**config.mk**
```make
export PLATFORM = sky130hd
export DESIGN_NAME = serial_parity_rx
export DESIGN_NICKNAME = d
export VERILOG_FILES = /design/src/rtl/serial_rx_pkg.sv /design/src/rtl/parity_tree.sv /design/src/rtl/serial_parity_rx.sv
export SDC_FILE = /design/constraint.sdc
export NUM_CORES = 1
export LEC_CHECK = 0
export BUFFER_PORTS_ARGS = -buffer_cell sky130_fd_sc_hd__buf_2
export CORE_MARGIN = 1
export CORE_UTILIZATION = 58
export CTS_BUF_LIST = sky130_fd_sc_hd__clkbuf_16
export CTS_CLUSTER_SIZE = 30
export DETAILED_ROUTE_END_ITERATION = 16
export GPL_TIMING_DRIVEN = 0
export PLACE_DENSITY = 0.88
export RECOVER_POWER = 50
export SYNTH_ARGS = -nofsm -noshare
export SYNTH_HDL_FRONTEND = slang
export SYNTH_SLANG_ARGS = --single-unit
```
**constraint.sdc**
```tcl
create_clock -name clk -period 2.2 [get_ports clk]
set_input_delay 0.11 -clock clk [delete_from_list [all_inputs] [get_ports clk]]
set_output_delay 0.11 -clock clk [all_outputs]
set_load 0.01 [all_outputs]
```
**src/rtl/serial_rx_pkg.sv**
```systemverilog
// Shared types and constants for the serial parity receiver and its transmitter peer.
package serial_rx_pkg;

    typedef enum logic [1:0] {
        ST_IDLE   = 2'd0,
        ST_DATA   = 2'd1,
        ST_PARITY = 2'd2,
        ST_STOP   = 2'd3
    } rx_state_t;

    localparam logic       START_BIT   = 1'b0;
    localparam logic       STOP_BIT    = 1'b1;
    localparam logic [7:0] ERR_CNT_MAX = 8'hFF;

    // 2-input XOR gate cell; parity trees are composed only from this.
    function automatic logic xor2(input logic a, input logic b);
        return a ^ b;
    endfunction

endpackage

```
**src/rtl/parity_tree.sv**
```systemverilog
// Balanced XOR reduction of W bits built from the xor2 cell; shared by the
// receiver and the transmitter.
module parity_tree #(
    parameter int W = 9
) (
    input  logic [W-1:0] i_bits,
    output logic         o_par
);
    import serial_rx_pkg::*;

    localparam int NODES = 2 * W - 1;

    logic [NODES-1:0] w_node;

    // Heap-ordered tree: leaves occupy the top W slots, node k combines 2k+1 and 2k+2.
    always_comb begin
        w_node = {NODES{1'b0}};
        for (int i = 0; i < W; i++) begin
            w_node[W - 1 + i] = i_bits[i];
        end
        for (int k = W - 2; k >= 0; k--) begin
            w_node[k] = xor2(w_node[2 * k + 1], w_node[2 * k + 2]);
        end
        o_par = w_node[0];
    end

endmodule

```
**src/rtl/serial_parity_rx.sv**
```systemverilog
// Serial frame receiver: start + DATA_W data bits (LSB first) + parity + stop,
// delivered over valid/ready. Define RX_ERR_CNT_EN to add the err_cnt output.
module serial_parity_rx
    import serial_rx_pkg::*;
#(
    parameter int DATA_W  = 8,
    parameter bit ODD_PAR = 1'b0
) (
    input  logic              clk,
    input  logic              reset,
    input  logic              bit_en,
    input  logic              serial_in,
    output logic [DATA_W-1:0] rx_data,
    output logic              rx_valid,
    input  logic              rx_ready,
    output logic              parity_err,
    output logic              frame_err,
    output logic              overrun
`ifdef RX_ERR_CNT_EN
    ,
    output logic [7:0]        err_cnt
`endif
);

    localparam int              CNT_W    = $clog2(DATA_W);
    localparam logic [CNT_W-1:0] CNT_LAST = CNT_W'(DATA_W - 1);

    rx_state_t         r_state;
    rx_state_t         w_state_nxt;
    logic [CNT_W-1:0]  r_cnt;
    logic [CNT_W-1:0]  w_cnt_nxt;
    logic [DATA_W-1:0] r_shift;
    logic [DATA_W-1:0] w_shift_nxt;
    logic              r_par;
    logic              w_par_nxt;
    logic              w_done;
    logic              w_par_calc;
    logic              w_perr;
    logic              w_ferr;
    logic              w_load;

    parity_tree #(
        .W (DATA_W + 1)
    ) u_parity_tree (
        .i_bits ({r_shift, r_par}),
        .o_par  (w_par_calc)
    );

    assign w_perr = w_par_calc ^ ODD_PAR;
    assign w_ferr = (serial_in != STOP_BIT);
    // A completed frame is taken unless a held word is still waiting to be accepted.
    assign w_load = w_done & (~rx_valid | rx_ready);

    // Frame sequencer state, bit counter and shift register.
    always_ff @(posedge clk or posedge reset) begin
        if (reset) begin
            r_state <= ST_IDLE;
            r_cnt   <= {CNT_W{1'b0}};
            r_shift <= {DATA_W{1'b0}};
            r_par   <= 1'b0;
        end else begin
            r_state <= w_state_nxt;
            r_cnt   <= w_cnt_nxt;
            r_shift <= w_shift_nxt;
            r_par   <= w_par_nxt;
        end
    end

    // Next-state logic; everything holds on cycles without a bit strobe.
    always_comb begin
        w_state_nxt = r_state;
        w_cnt_nxt   = r_cnt;
        w_shift_nxt = r_shift;
        w_par_nxt   = r_par;
        w_done      = 1'b0;
        if (bit_en) begin
            case (r_state)
                ST_IDLE: begin
                    if (serial_in == START_BIT) begin
                        w_state_nxt = ST_DATA;
                        w_cnt_nxt   = {CNT_W{1'b0}};
                    end else begin
                        w_state_nxt = ST_IDLE;
                    end
                end
                ST_DATA: begin
                    w_shift_nxt = {serial_in, r_shift[DATA_W-1:1]};
                    w_cnt_nxt   = r_cnt + CNT_W'(1);
                    if (r_cnt == CNT_LAST) begin
                        w_state_nxt = ST_PARITY;
                    end else begin
                        w_state_nxt = ST_DATA;
                    end
                end
                ST_PARITY: begin
                    w_par_nxt   = serial_in;
                    w_state_nxt = ST_STOP;
                end
                ST_STOP: begin
                    w_done      = 1'b1;
                    w_state_nxt = ST_IDLE;
                end
                default: begin
                    w_state_nxt = ST_IDLE;
                end
            endcase
        end else begin
            w_state_nxt = r_state;
        end
    end

    // Output word, status flags and the handshake.
    always_ff @(posedge clk or posedge reset) begin
        if (reset) begin
            rx_data    <= {DATA_W{1'b0}};
            rx_valid   <= 1'b0;
            parity_err <= 1'b0;
            frame_err  <= 1'b0;
            overrun    <= 1'b0;
        end else begin
            if (w_load) begin
                rx_data    <= r_shift;
                rx_valid   <= 1'b1;
                parity_err <= w_perr;
                frame_err  <= w_ferr;
            end else if (w_done) begin
                overrun    <= 1'b1;
            end else if (rx_valid && rx_ready) begin
                rx_valid   <= 1'b0;
            end
        end
    end

`ifdef RX_ERR_CNT_EN
    // Saturating count of delivered frames carrying an error flag.
    always_ff @(posedge clk or posedge reset) begin
        if (reset) begin
            err_cnt <= 8'd0;
        end else if (w_load && (w_perr || w_ferr) && (err_cnt != ERR_CNT_MAX)) begin
            err_cnt <= err_cnt + 8'd1;
        end
    end
`endif

endmodule

```
Yosys cells after proc, flatten, opt, wreduce, memory -nomap -nowiden
Cells that the tools add are included.
{"block": "word_totals", "in_bits": 5, "ff_bits": 26}
{"block": "classes", "reduce_logical": 9, "bitwise": 13, "addsub": 1, "eq_ne": 6, "muxes": 10}
{"cell": "2-bit case mux with 4 select lines", "n": 1}
{"cell": "2-bit AND reduction", "n": 4}
{"cell": "1-bit XOR", "n": 8}
{"cell": "1-bit 2-to-1 mux", "n": 6}
{"cell": "3-bit case mux with 2 select lines", "n": 1}
{"cell": "2-bit equality test, second input constant", "n": 2}
{"cell": "2-bit nonzero test", "n": 2}
{"cell": "3-bit by 1-bit adder with 3-bit output, second input constant", "n": 1}
{"cell": "3-bit equality test, second input constant", "n": 1}
{"cell": "3-bit 2-to-1 mux", "n": 1}
{"cell": "1-bit NOT", "n": 3}
{"cell": "3-bit AND reduction", "n": 1}
{"cell": "2-bit by 1-bit equality test with 1-bit output, second input constant", "n": 1}
{"cell": "2-bit logical NOT", "n": 1}
{"cell": "2-bit 2-to-1 mux", "n": 1}
{"cell": "2-bit by 1-bit != test with 1-bit output, second input constant", "n": 1}
{"cell": "2-bit != test, second input constant", "n": 1}
{"cell": "1-bit AND", "n": 1}
{"cell": "1-bit logical AND", "n": 1}
{"cell": "1-bit bitwise OR", "n": 1}

Longest topological paths before layout
Gate-level depths: netlist (run 1).
{"block": "logic_depth", "depth_word": 6, "ltp_mapped": 5}

Cells and area by module
Synthesis (run 1) repeated with hierarchy kept, for this count alone.
{"block": "hier_totals", "hier_cells": 81, "hier_area_um2": 1129.8}
{"module": "serial_parity_rx", "instances": 1, "cells_per_inst": 74, "area_per_inst_um2": 1047.3}
{"module": "parity_tree", "instances": 1, "cells_per_inst": 7, "area_per_inst_um2": 82.6}

Worst setup path after synthesis (run 1)
Ideal clock, no wire load.
{"block": "synth_timing", "kind": "register -> register", "start": "reg r_shift[3]", "end": "reg parity_err", "arrival_ps": 1313, "stages_incl_launch_ff": 5, "setup_time_ps": 125, "required_ps": 2075, "path_buffers": 0, "path_slack_ps": 762, "path_cell_list": "dfrtp_1 > xnor2_1 > xnor3_1 > xnor2_1 > mux2_4"}
{"block": "synth_between", "elab_chain_len": 3}
{"element": "start, declared", "line_no": "serial_parity_rx.sv:32", "text": "logic [DATA_W-1:0] r_shift;"}
{"element": "start signal, assigned", "line_no": "serial_parity_rx.sv:59", "text": "r_shift <= {DATA_W{1'b0}};"}
{"element": "start signal, assigned", "line_no": "serial_parity_rx.sv:64", "text": "r_shift <= w_shift_nxt;"}
{"element": "1-bit XOR (3 in a row)", "line_no": "serial_rx_pkg.sv:17", "text": "return a ^ b;"}
{"element": "end signal, assigned", "line_no": "serial_parity_rx.sv:124", "text": "parity_err <= w_perr;"}
{"element": "end, declared", "line_no": "serial_parity_rx.sv:16", "text": "output logic parity_err,"}
No other way between the ends.
A chain may end at the register's enable or synchronous reset.

Worst setup path after layout (run 1)
Ends and elaborated chain as after synthesis.

==> results of run 1 <==
==> power by group <==
part / internal (uW) / leakage (uW) / switching [uW]
logic: 357 / 0.000290 / 309
registers: 661 / 0.000344 / 138
clock network: 242 / 0.0000385 / 142
==> routing by layer <==
layer / up-vias / wire length [um]
met4: 0 / 12
met5: - / 0
met3: 2 / 68
met1: 341 / 813
li1: 362 / -
met2: 18 / 868
==> registers in the layout, summed over array words and instances, names as in the netlist, named ones only <==
name	flops
r_par	1
r_shift	8
rx_valid	1
rx_data	8
r_cnt	3
overrun	1
frame_err	1
r_state	1
parity_err	1
==> per-stage QoR <==
stage                     hold slack [ns]  instances
after detailed placement            0.357        138
after floorplan                     0.150         97
after global routing                0.170        142
after CTS                          0.0865        142
final                              0.0558        142
after global placement              0.358        138
==> final cells by class <==
type / instances / area share, %
sequential: 26 / 50.6
multi-input combinational: 66 / 33.5
clock buffer: 3 / 5.84
timing repair buffer: 16 / 5.64
tap: 25 / 2.43
buffer: 3 / 1.17
inverter: 2 / 0.584
clock inverter: 1 / 0.292
==> cells by family (layout without fill, tap and decap cells) <==
| group | after synthesis | in the layout | share of synthesized area (%) |
|---|---|---|---|
| AND/OR/NAND/NOR | 36 | 36 | 13.5 |
| AO/OA/AOI/OAI | 11 | 11 | 5.90 |
| flip-flops | 26 | 26 | 59.0 |
| adder cells (fa/ha/maj) | 2 | 2 | 2.27 |
| multiplexers | 10 | 10 | 10.5 |
| XOR/XNOR | 7 | 7 | 6.80 |
| buffers and inverters | 5 | 25 | 2.04 |
==> final timing paths <==
path | startpoint | to | slack (ns) | cells past startpoint
hold reg to reg | overrun$_DFFE_PP0P_ | overrun$_DFFE_PP0P_ | 0.48 | 1
setup reg to reg | r_shift[3]$_DFFE_PP0P_ | parity_err$_DFFE_PP0P_ | 0.63 | 4
setup / recovery | r_shift[3]$_DFFE_PP0P_ | parity_err$_DFFE_PP0P_ | 0.63 | 4
max in group asynchronous | reset | r_shift[6]$_DFFE_PP0P_ | 1.58 | 2
min in group clk | rx_ready | rx_valid$_DFFE_PP0P_ | 0.15 | 3
hold / removal | reset | r_state[0]$_DFFE_PP0P_ | 0.06 | 2
==> cells in the mapped netlist, drive strengths merged <==
cell type / n / area [sq um]
a22o: 2 / 17.5
buf: 1 / 7.51
clkbuf: 2 / 7.51
dfrtp: 26 / 651
ha: 2 / 25.0
inv: 2 / 7.51
mux2: 10 / 116
nand2: 29 / 109
nand2b: 1 / 6.26
nand3: 2 / 10.0
nand3b: 1 / 7.51
nor2: 1 / 3.75
nor2b: 2 / 12.5
o21ai: 8 / 40.0
o21bai: 1 / 7.51
xnor2: 5 / 43.8
xnor3: 1 / 22.5
xor2: 1 / 8.76
==> placed cells by master, fill, tap and decap left out, drive strengths merged <==
| cell type | instances |
|---|---|
| nand2 | 29 |
| dfrtp | 26 |
| buf | 11 |
| clkbuf | 11 |
| mux2 | 10 |
| o21ai | 8 |
| xnor2 | 5 |
| inv | 2 |
| nor2b | 2 |
| a22o | 2 |
| nand3 | 2 |
| ha | 2 |
| nor2 | 1 |
| nand2b | 1 |
| o21bai | 1 |
| xnor3 | 1 |
| xor2 | 1 |
| nand3b | 1 |
| clkinv | 1 |
==> worst reg2reg max path: cells and delay by family, from the launching register on <==
kind	cells	cell delay [ns]
multiplexers	1	0.25
XOR/XNOR	3	0.78
flip-flops	1	0.42
==> metrics.txt, run 1 <==
# TYPE chip_impl_metric gauge
chip_impl_info{name="outcome",value="complete, no violations"} 1
chip_impl_metric{name="largest_net_degree_at_the_start_of_global_routing",unit=""} 27
chip_impl_metric{name="timing.final.ws_setup",unit="ns"} 0.634
chip_impl_metric{name="wl_per_instance",unit="um"} 12.4
chip_impl_metric{name="insertedDiodeCount",unit=""} 0
chip_impl_info{name="worst-setup-path-type",value="reg2reg"} 1
chip_impl_metric{name="initial_core_util",unit="%"} 62.6
chip_impl_metric{name="overall_overflow_remaining_after_global_route",unit=""} 0
chip_impl_info{name="clock_tree_from_tritoncts",value="done"} 1
chip_impl_metric{name="num-fill-cells",unit=""} 136
chip_impl_metric{name="num_rows",unit=""} 15
chip_impl_metric{name="clock_tree.buffer_depth",unit=""} 2
chip_impl_info{name="setup_repair_after_global_routing_missed_its_margin",value="false"} 1
chip_impl_metric{name="fin_crit",unit="ns"} 1.57
chip_impl_metric{name="h-tree-depth",unit=""} 1
chip_impl_metric{name="die_y",unit="um"} 45.6
chip_impl_metric{name="multiInputGateArea",unit="sq um"} 430
chip_impl_metric{name="slowest_delay",unit="ns"} 0.44
chip_impl_info{name="timing.critical_path.slowest_stage_cell",value="sky130_fd_sc_hd__xnor3_1"} 1
chip_impl_metric{name="nNetsFinal",unit=""} 125
chip_impl_metric{name="port_buffers",unit=""} 16
chip_impl_metric{name="post-route-period-util",unit="%"} 71.2
chip_impl_metric{name="grt_pass1_vias",unit=""} 693
chip_impl_metric{name="tightest_slew",unit="ns"} 0.919
chip_impl_metric{name="clock_pin_transition_on_the_worst_setup_and_hold_timing_paths",unit="ns"} 0.06
chip_impl_metric{name="relative_max_transition_margin",unit="%"} 38.7
chip_impl_metric{name="dp.final_hpwl",unit="um"} 1250
chip_impl_info{name="timing.critical_path.cells",value="xnor2_1 -> xnor3_1 -> xnor2_1 -> mux2_4"} 1
chip_impl_metric{name="totalNegativeSetupSlack",unit="ns"} 0
chip_impl_metric{name="timing.final.setup_violations",unit=""} 0
chip_impl_metric{name="timing.critical_path.required",unit="ns"} 2.34
chip_impl_metric{name="globalplace.congestion",unit=""} 0.743
chip_impl_metric{name="drt.antenna.violating_nets",unit=""} 0
chip_impl_metric{name="globalRouteMet2Util",unit="%"} 34.6
chip_impl_metric{name="synth_sequential_area_ratio",unit="%"} 59.0
chip_impl_info{name="setup.worst_path.end_class",value="flop"} 1
chip_impl_metric{name="post_synth_num_cell_types",unit=""} 19
chip_impl_metric{name="synth_cells",unit=""} 97
chip_impl_metric{name="dpl_worst_slack",unit="ns"} 0.641
chip_impl_metric{name="power_total",unit="uW"} 1850
chip_impl_metric{name="clk-insertion-delay-late",unit="ns"} 0.25
chip_impl_metric{name="drc",unit=""} 0
chip_impl_metric{name="die_w",unit="um"} 45.6
chip_impl_metric{name="layout-drive-gt1-share",unit="%"} 20.5
chip_impl_metric{name="global_route_track_usage_on_met1",unit="%"} 27.4
chip_impl_metric{name="clkSinkCount",unit=""} 26
chip_impl_metric{name="cts-buffers-inserted",unit=""} 3
chip_impl_metric{name="core_area",unit="sq um"} 1760
chip_impl_metric{name="initial_antenna_violation_count",unit=""} 0
chip_impl_metric{name="slew_viol_final",unit=""} 0
chip_impl_metric{name="initialDrtViolationCount",unit=""} 12
chip_impl_metric{name="io_pins",unit=""} 17
chip_impl_metric{name="synthesis.yosys.warnings",unit=""} 0
chip_impl_metric{name="floorplan.die_area",unit="sq um"} 2080
chip_impl_metric{name="area.sequential",unit="sq um"} 651
chip_impl_metric{name="synthesis.area_per_instance",unit="sq um"} 11.4
chip_impl_metric{name="netlist_area",unit="sq um"} 1100
chip_impl_metric{name="ys_ff_latch",unit=""} 26
chip_impl_metric{name="post_cts_hold_buffer_count",unit=""} 0
chip_impl_metric{name="total_leakage_power",unit="uW"} 0.000673
chip_impl_metric{name="cts_repair_resize_count",unit=""} 0
chip_impl_metric{name="area_growth",unit="%"} 16.6
chip_impl_metric{name="arrival_time_at_the_worst_endpoint",unit="ns"} 1.70
chip_impl_metric{name="global_route.usage.met3",unit="%"} 3.57
chip_impl_info{name="clock-root-buffer",value="sky130_fd_sc_hd__clkbuf_16"} 1
chip_impl_metric{name="first_pass_grt_wire_length",unit="um"} 3010
chip_impl_metric{name="worstPathBufferInverterCount",unit=""} 0
chip_impl_metric{name="fmax",unit="GHz"} 0.639
chip_impl_info{name="cpLargestDelayFamily",value="XOR/XNOR gates"} 1
chip_impl_metric{name="drt-pass1-iter-count",unit=""} 4
chip_impl_metric{name="synth.net_count",unit=""} 104
chip_impl_metric{name="path_max_fanout",unit=""} 4
chip_impl_metric{name="timing_hold_violations_final",unit=""} 0
chip_impl_metric{name="placedInstanceArea",unit="sq um"} 1210
chip_impl_info{name="cpMostUsedCell",value="sky130_fd_sc_hd__xnor2_1"} 1
chip_impl_metric{name="post-route-util",unit="%"} 72.9
chip_impl_info{name="hold_class",value="in2async"} 1
chip_impl_metric{name="grtUsageTotal",unit="%"} 20.8
chip_impl_metric{name="wl",unit="um"} 1760
chip_impl_info{name="busiest_layer",value="met2"} 1
chip_impl_metric{name="via_count",unit=""} 723
chip_impl_metric{name="maxCapViolations",unit=""} 0
chip_impl_metric{name="finish.instance_area",unit="sq um"} 1290
chip_impl_metric{name="power.density_cell_area",unit="nW/um^2"} 1440
chip_impl_metric{name="clock-skew-final",unit="ns"} 0.00235
chip_impl_metric{name="avgViaCountPerCell",unit=""} 5.09
chip_impl_metric{name="post-cts-setup-buffer-count",unit=""} 0
chip_impl_metric{name="ir_worst_vdd",unit="mV"} 0.842
chip_impl_info{name="worst_setup_path_start_kind",value="flop"} 1
No activity file was read; power rests on OpenSTA's default activity.
==> run 2: changes to the inputs <==
- CORE_UTILIZATION: 58 -> 48
- PLACE_DENSITY: 0.88 -> 0.79
- clock period: 2.2 -> 1.3 ns (I/O delays scaled with it)
==> run 2 against run 1 <==
  * The flow now finishes with violations (negative setup slack)
  * Register-to-register slack got worse by 0.86 ns
  * First-iteration DRC count grew 67%
  * Setup slack got worse by 0.86 ns
  * Total power is 86% higher
  * Flip-flop and latch count is the same
  * Clock power up 77%
  * Combinational power is 110% higher
  * Sequential power increased by 69%
  * Final cell count grew 8.5%
  * Highest routed layer unchanged
==> metrics.txt, run 2 (synthesis results as in run 1) <==
# TYPE chip_impl_metric gauge
chip_impl_metric{name="arrival_time_at_the_worst_endpoint",unit="ns"} 1.67
chip_impl_metric{name="clock-skew-final",unit="ns"} 0.00247
chip_impl_metric{name="totalNegativeSetupSlack",unit="ns"} -0.238
chip_impl_info{name="final_common_cell",value="sky130_fd_sc_hd__nand2_1"} 1
chip_impl_metric{name="slowest_delay",unit="ns"} 0.43
chip_impl_info{name="timing.rr.start",value="r_shift[4]$_DFFE_PP0P_"} 1
chip_impl_metric{name="core_area",unit="sq um"} 2060
chip_impl_metric{name="clk-insertion-delay-late",unit="ns"} 0.26
chip_impl_metric{name="nNetsFinal",unit=""} 135
chip_impl_metric{name="post-route-period-util",unit="%"} 117
chip_impl_metric{name="area_growth",unit="%"} 30.5
chip_impl_metric{name="relative_max_transition_margin",unit="%"} 35.2
chip_impl_metric{name="initialDrtViolationCount",unit=""} 20
chip_impl_metric{name="power_total",unit="uW"} 3430
chip_impl_metric{name="timing.critical_path.required",unit="ns"} 1.45
chip_impl_info{name="layout_top_registers",value="r_shift x8, rx_data x8, r_cnt x3"} 1
chip_impl_metric{name="first_pass_grt_wire_length",unit="um"} 3190
chip_impl_info{name="clock-root-buffer",value="sky130_fd_sc_hd__clkbuf_16"} 1
chip_impl_info{name="mostFrequentLayoutCells",value="sky130_fd_sc_hd__nand2_1, sky130_fd_sc_hd__dfrtp_1, sky130_fd_sc_hd__buf_2"} 1
chip_impl_metric{name="fmax",unit="GHz"} 0.656
chip_impl_metric{name="rr_worst_depth",unit=""} 4
chip_impl_metric{name="maxCapViolations",unit=""} 0
chip_impl_info{name="timing.critical_path.slowest_stage_cell",value="sky130_fd_sc_hd__xnor3_1"} 1
chip_impl_metric{name="slew_viol_final",unit=""} 0
chip_impl_metric{name="drc",unit=""} 0
chip_impl_metric{name="initial_core_util",unit="%"} 53.5
chip_impl_metric{name="initial_antenna_violation_count",unit=""} 0
chip_impl_metric{name="ir_worst_vdd",unit="mV"} 1.30
chip_impl_metric{name="placedCellCount",unit=""} 140
chip_impl_metric{name="num-fill-cells",unit=""} 155
chip_impl_info{name="worst_setup_path_start_kind",value="flop"} 1
chip_impl_info{name="cpLargestDelayFamily",value="XOR/XNOR gates"} 1
chip_impl_metric{name="worst-r2r-setup-slack",unit="ns"} -0.22
chip_impl_metric{name="timing_hold_violations_final",unit=""} 0
chip_impl_info{name="violations",value="negative setup slack"} 1
chip_impl_metric{name="timing.final.setup_violations",unit=""} 5
chip_impl_metric{name="layout-drive-gt1-share",unit="%"} 35.4
chip_impl_metric{name="avgViaCountPerCell",unit=""} 5.28
chip_impl_info{name="cpMostUsedCell",value="sky130_fd_sc_hd__xnor2_1"} 1
chip_impl_metric{name="globalplace.congestion",unit=""} 0.763
chip_impl_metric{name="drt.antenna.violating_nets",unit=""} 0
chip_impl_info{name="worst_setup_path_endpoint",value="parity_err$_DFFE_PP0P_"} 1
chip_impl_metric{name="timing.final.ws_setup",unit="ns"} -0.224
chip_impl_metric{name="port_buffers",unit=""} 16
chip_impl_metric{name="non_filler_cells_in_the_finished_layout",unit=""} 154
chip_impl_info{name="setup.worst_path.end_class",value="flop"} 1
chip_impl_info{name="clock_tree_from_tritoncts",value="done"} 1
chip_impl_info{name="timing.critical_path.cells",value="xnor2_1 -> xnor3_1 -> xnor2_1 -> mux2_4"} 1
chip_impl_metric{name="wl_per_instance",unit="um"} 14.0
chip_impl_metric{name="num_rows",unit=""} 16
chip_impl_metric{name="path_max_fanout",unit=""} 3
chip_impl_metric{name="io_pins",unit=""} 17
chip_impl_metric{name="dp.final_hpwl",unit="um"} 1220
chip_impl_metric{name="drt-pass1-iter-count",unit=""} 4
chip_impl_metric{name="grtUsageTotal",unit="%"} 17.5
chip_impl_metric{name="die_y",unit="um"} 50.0
chip_impl_metric{name="power.density_cell_area",unit="nW/um^2"} 2380
chip_impl_metric{name="clock_pin_transition_on_the_worst_setup_and_hold_timing_paths",unit="ns"} 0.06
chip_impl_metric{name="fin_crit",unit="ns"} 1.52
chip_impl_metric{name="overall_overflow_remaining_after_global_route",unit=""} 0
chip_impl_metric{name="floorplan.die_area",unit="sq um"} 2500
chip_impl_metric{name="h-tree-depth",unit=""} 1
chip_impl_info{name="reg2reg_to",value="parity_err$_DFFE_PP0P_"} 1
chip_impl_metric{name="tightest_slew",unit="ns"} 0.971
chip_impl_metric{name="grt_pass1_vias",unit=""} 702
chip_impl_metric{name="cp.depth",unit=""} 4
chip_impl_metric{name="area.sequential",unit="sq um"} 651
chip_impl_info{name="hold_class",value="in2async"} 1
chip_impl_metric{name="via_count",unit=""} 813
chip_impl_info{name="setup_repair_after_global_routing_missed_its_margin",value="true"} 1
chip_impl_metric{name="worstPathBufferInverterCount",unit=""} 0
chip_impl_metric{name="clock_tree.buffer_depth",unit=""} 2
chip_impl_metric{name="clkSinkCount",unit=""} 26
chip_impl_metric{name="wl",unit="um"} 2160
chip_impl_metric{name="insertedDiodeCount",unit=""} 0
chip_impl_metric{name="multiInputGateArea",unit="sq um"} 485
chip_impl_metric{name="cts-buffers-inserted",unit=""} 3
chip_impl_info{name="worst_setup_path_startpoint",value="r_shift[4]$_DFFE_PP0P_"} 1
chip_impl_metric{name="die_w",unit="um"} 50.0
chip_impl_metric{name="largest_net_degree_at_the_start_of_global_routing",unit=""} 27
chip_impl_metric{name="post-route-util",unit="%"} 69.8
chip_impl_info{name="outcome",value="finished with violations"} 1
chip_impl_info{name="worst-setup-path-type",value="reg2reg"} 1
chip_impl_metric{name="total_leakage_power",unit="uW"} 0.000770
chip_impl_metric{name="post_cts_hold_buffer_count",unit=""} 0
-- run 2: changes by cell type in the layout (fill, tap and decap cells not counted), sizes merged --
cell	change
nand2	+1
buf	+15
clkbuf	-6
-- run 2: per-layer routing --
metal | track usage, % | part of all wire [%]
met1 | 23.2 | 48
met2 | 26.4 | 48
met3 | 3.40 | 2.3
met4 | 11.0 | 2.4
met5 | 0 | 0
-- run 2: worst min-delay path by stage --
stage / endpoint / depth (start not counted) / start / slack, ns
floorplan: asynchronous set/reset pin / 1 / reset / 0.11
global placement: overrun$_DFFE_PP0P_ / 2 / reset / 0.31
detailed placement: parity_err$_DFFE_PP0P_ / 2 / reset / 0.33
CTS: parity_err$_DFFE_PP0P_ / 2 / reset / 0.05
global route: rx_valid$_DFFE_PP0P_ / 2 / reset / 0.13
finish: r_shift[0]$_DFFE_PP0P_ / 2 / reset / 0.03
-- run 2: stage by stage --
| step | cell area, sq um | setup WS [ns] | hold WS, ns |
|---|---|---|---|
| 3_5_place_dp | 1220 | -0.252 | 0.330 |
| 5_1_grt | 1440 | -0.274 | 0.128 |
| 6_report | 1440 | -0.224 | 0.0253 |
| 2_1_floorplan | 1110 | -0.138 | 0.105 |
| 3_3_place_gp | 1220 | -0.193 | 0.309 |
| 4_1_cts | 1300 | -0.258 | 0.0545 |
-- run 2: where the power goes --
part	switching (uW)	total, uW	internal, uW
sequential	231	1350	1120
combinational	615	1400	789
clock	267	679	411
-- run 2: cell type report --
| cell class | instances | share of cell area [%] |
|---|---|---|
| tap | 27 | 2.35 |
| timing repair buffer | 25 | 10.4 |
| inverter | 2 | 0.521 |
| clock inverter | 1 | 0.261 |
| sequential | 26 | 45.2 |
| multi-input combinational | 67 | 33.7 |
| buffer | 3 | 2.35 |
| clock buffer | 3 | 5.21 |
-- run 2: timing repair --
item	in CTS	in global routing
cloned	0	2
resized for setup	2	24
buffers inserted	0	8
endpoints found under the setup margin	15	14
pin swaps	2	4
-- run 2: worst reg2reg max path, cell delays in order, from the launching register on --
cell and delay, ns:
sky130_fd_sc_hd__dfrtp_1 0.40, sky130_fd_sc_hd__xnor2_1 0.19, sky130_fd_sc_hd__xnor3_1 0.43, sky130_fd_sc_hd__xnor2_1 0.14, sky130_fd_sc_hd__mux2_4 0.25
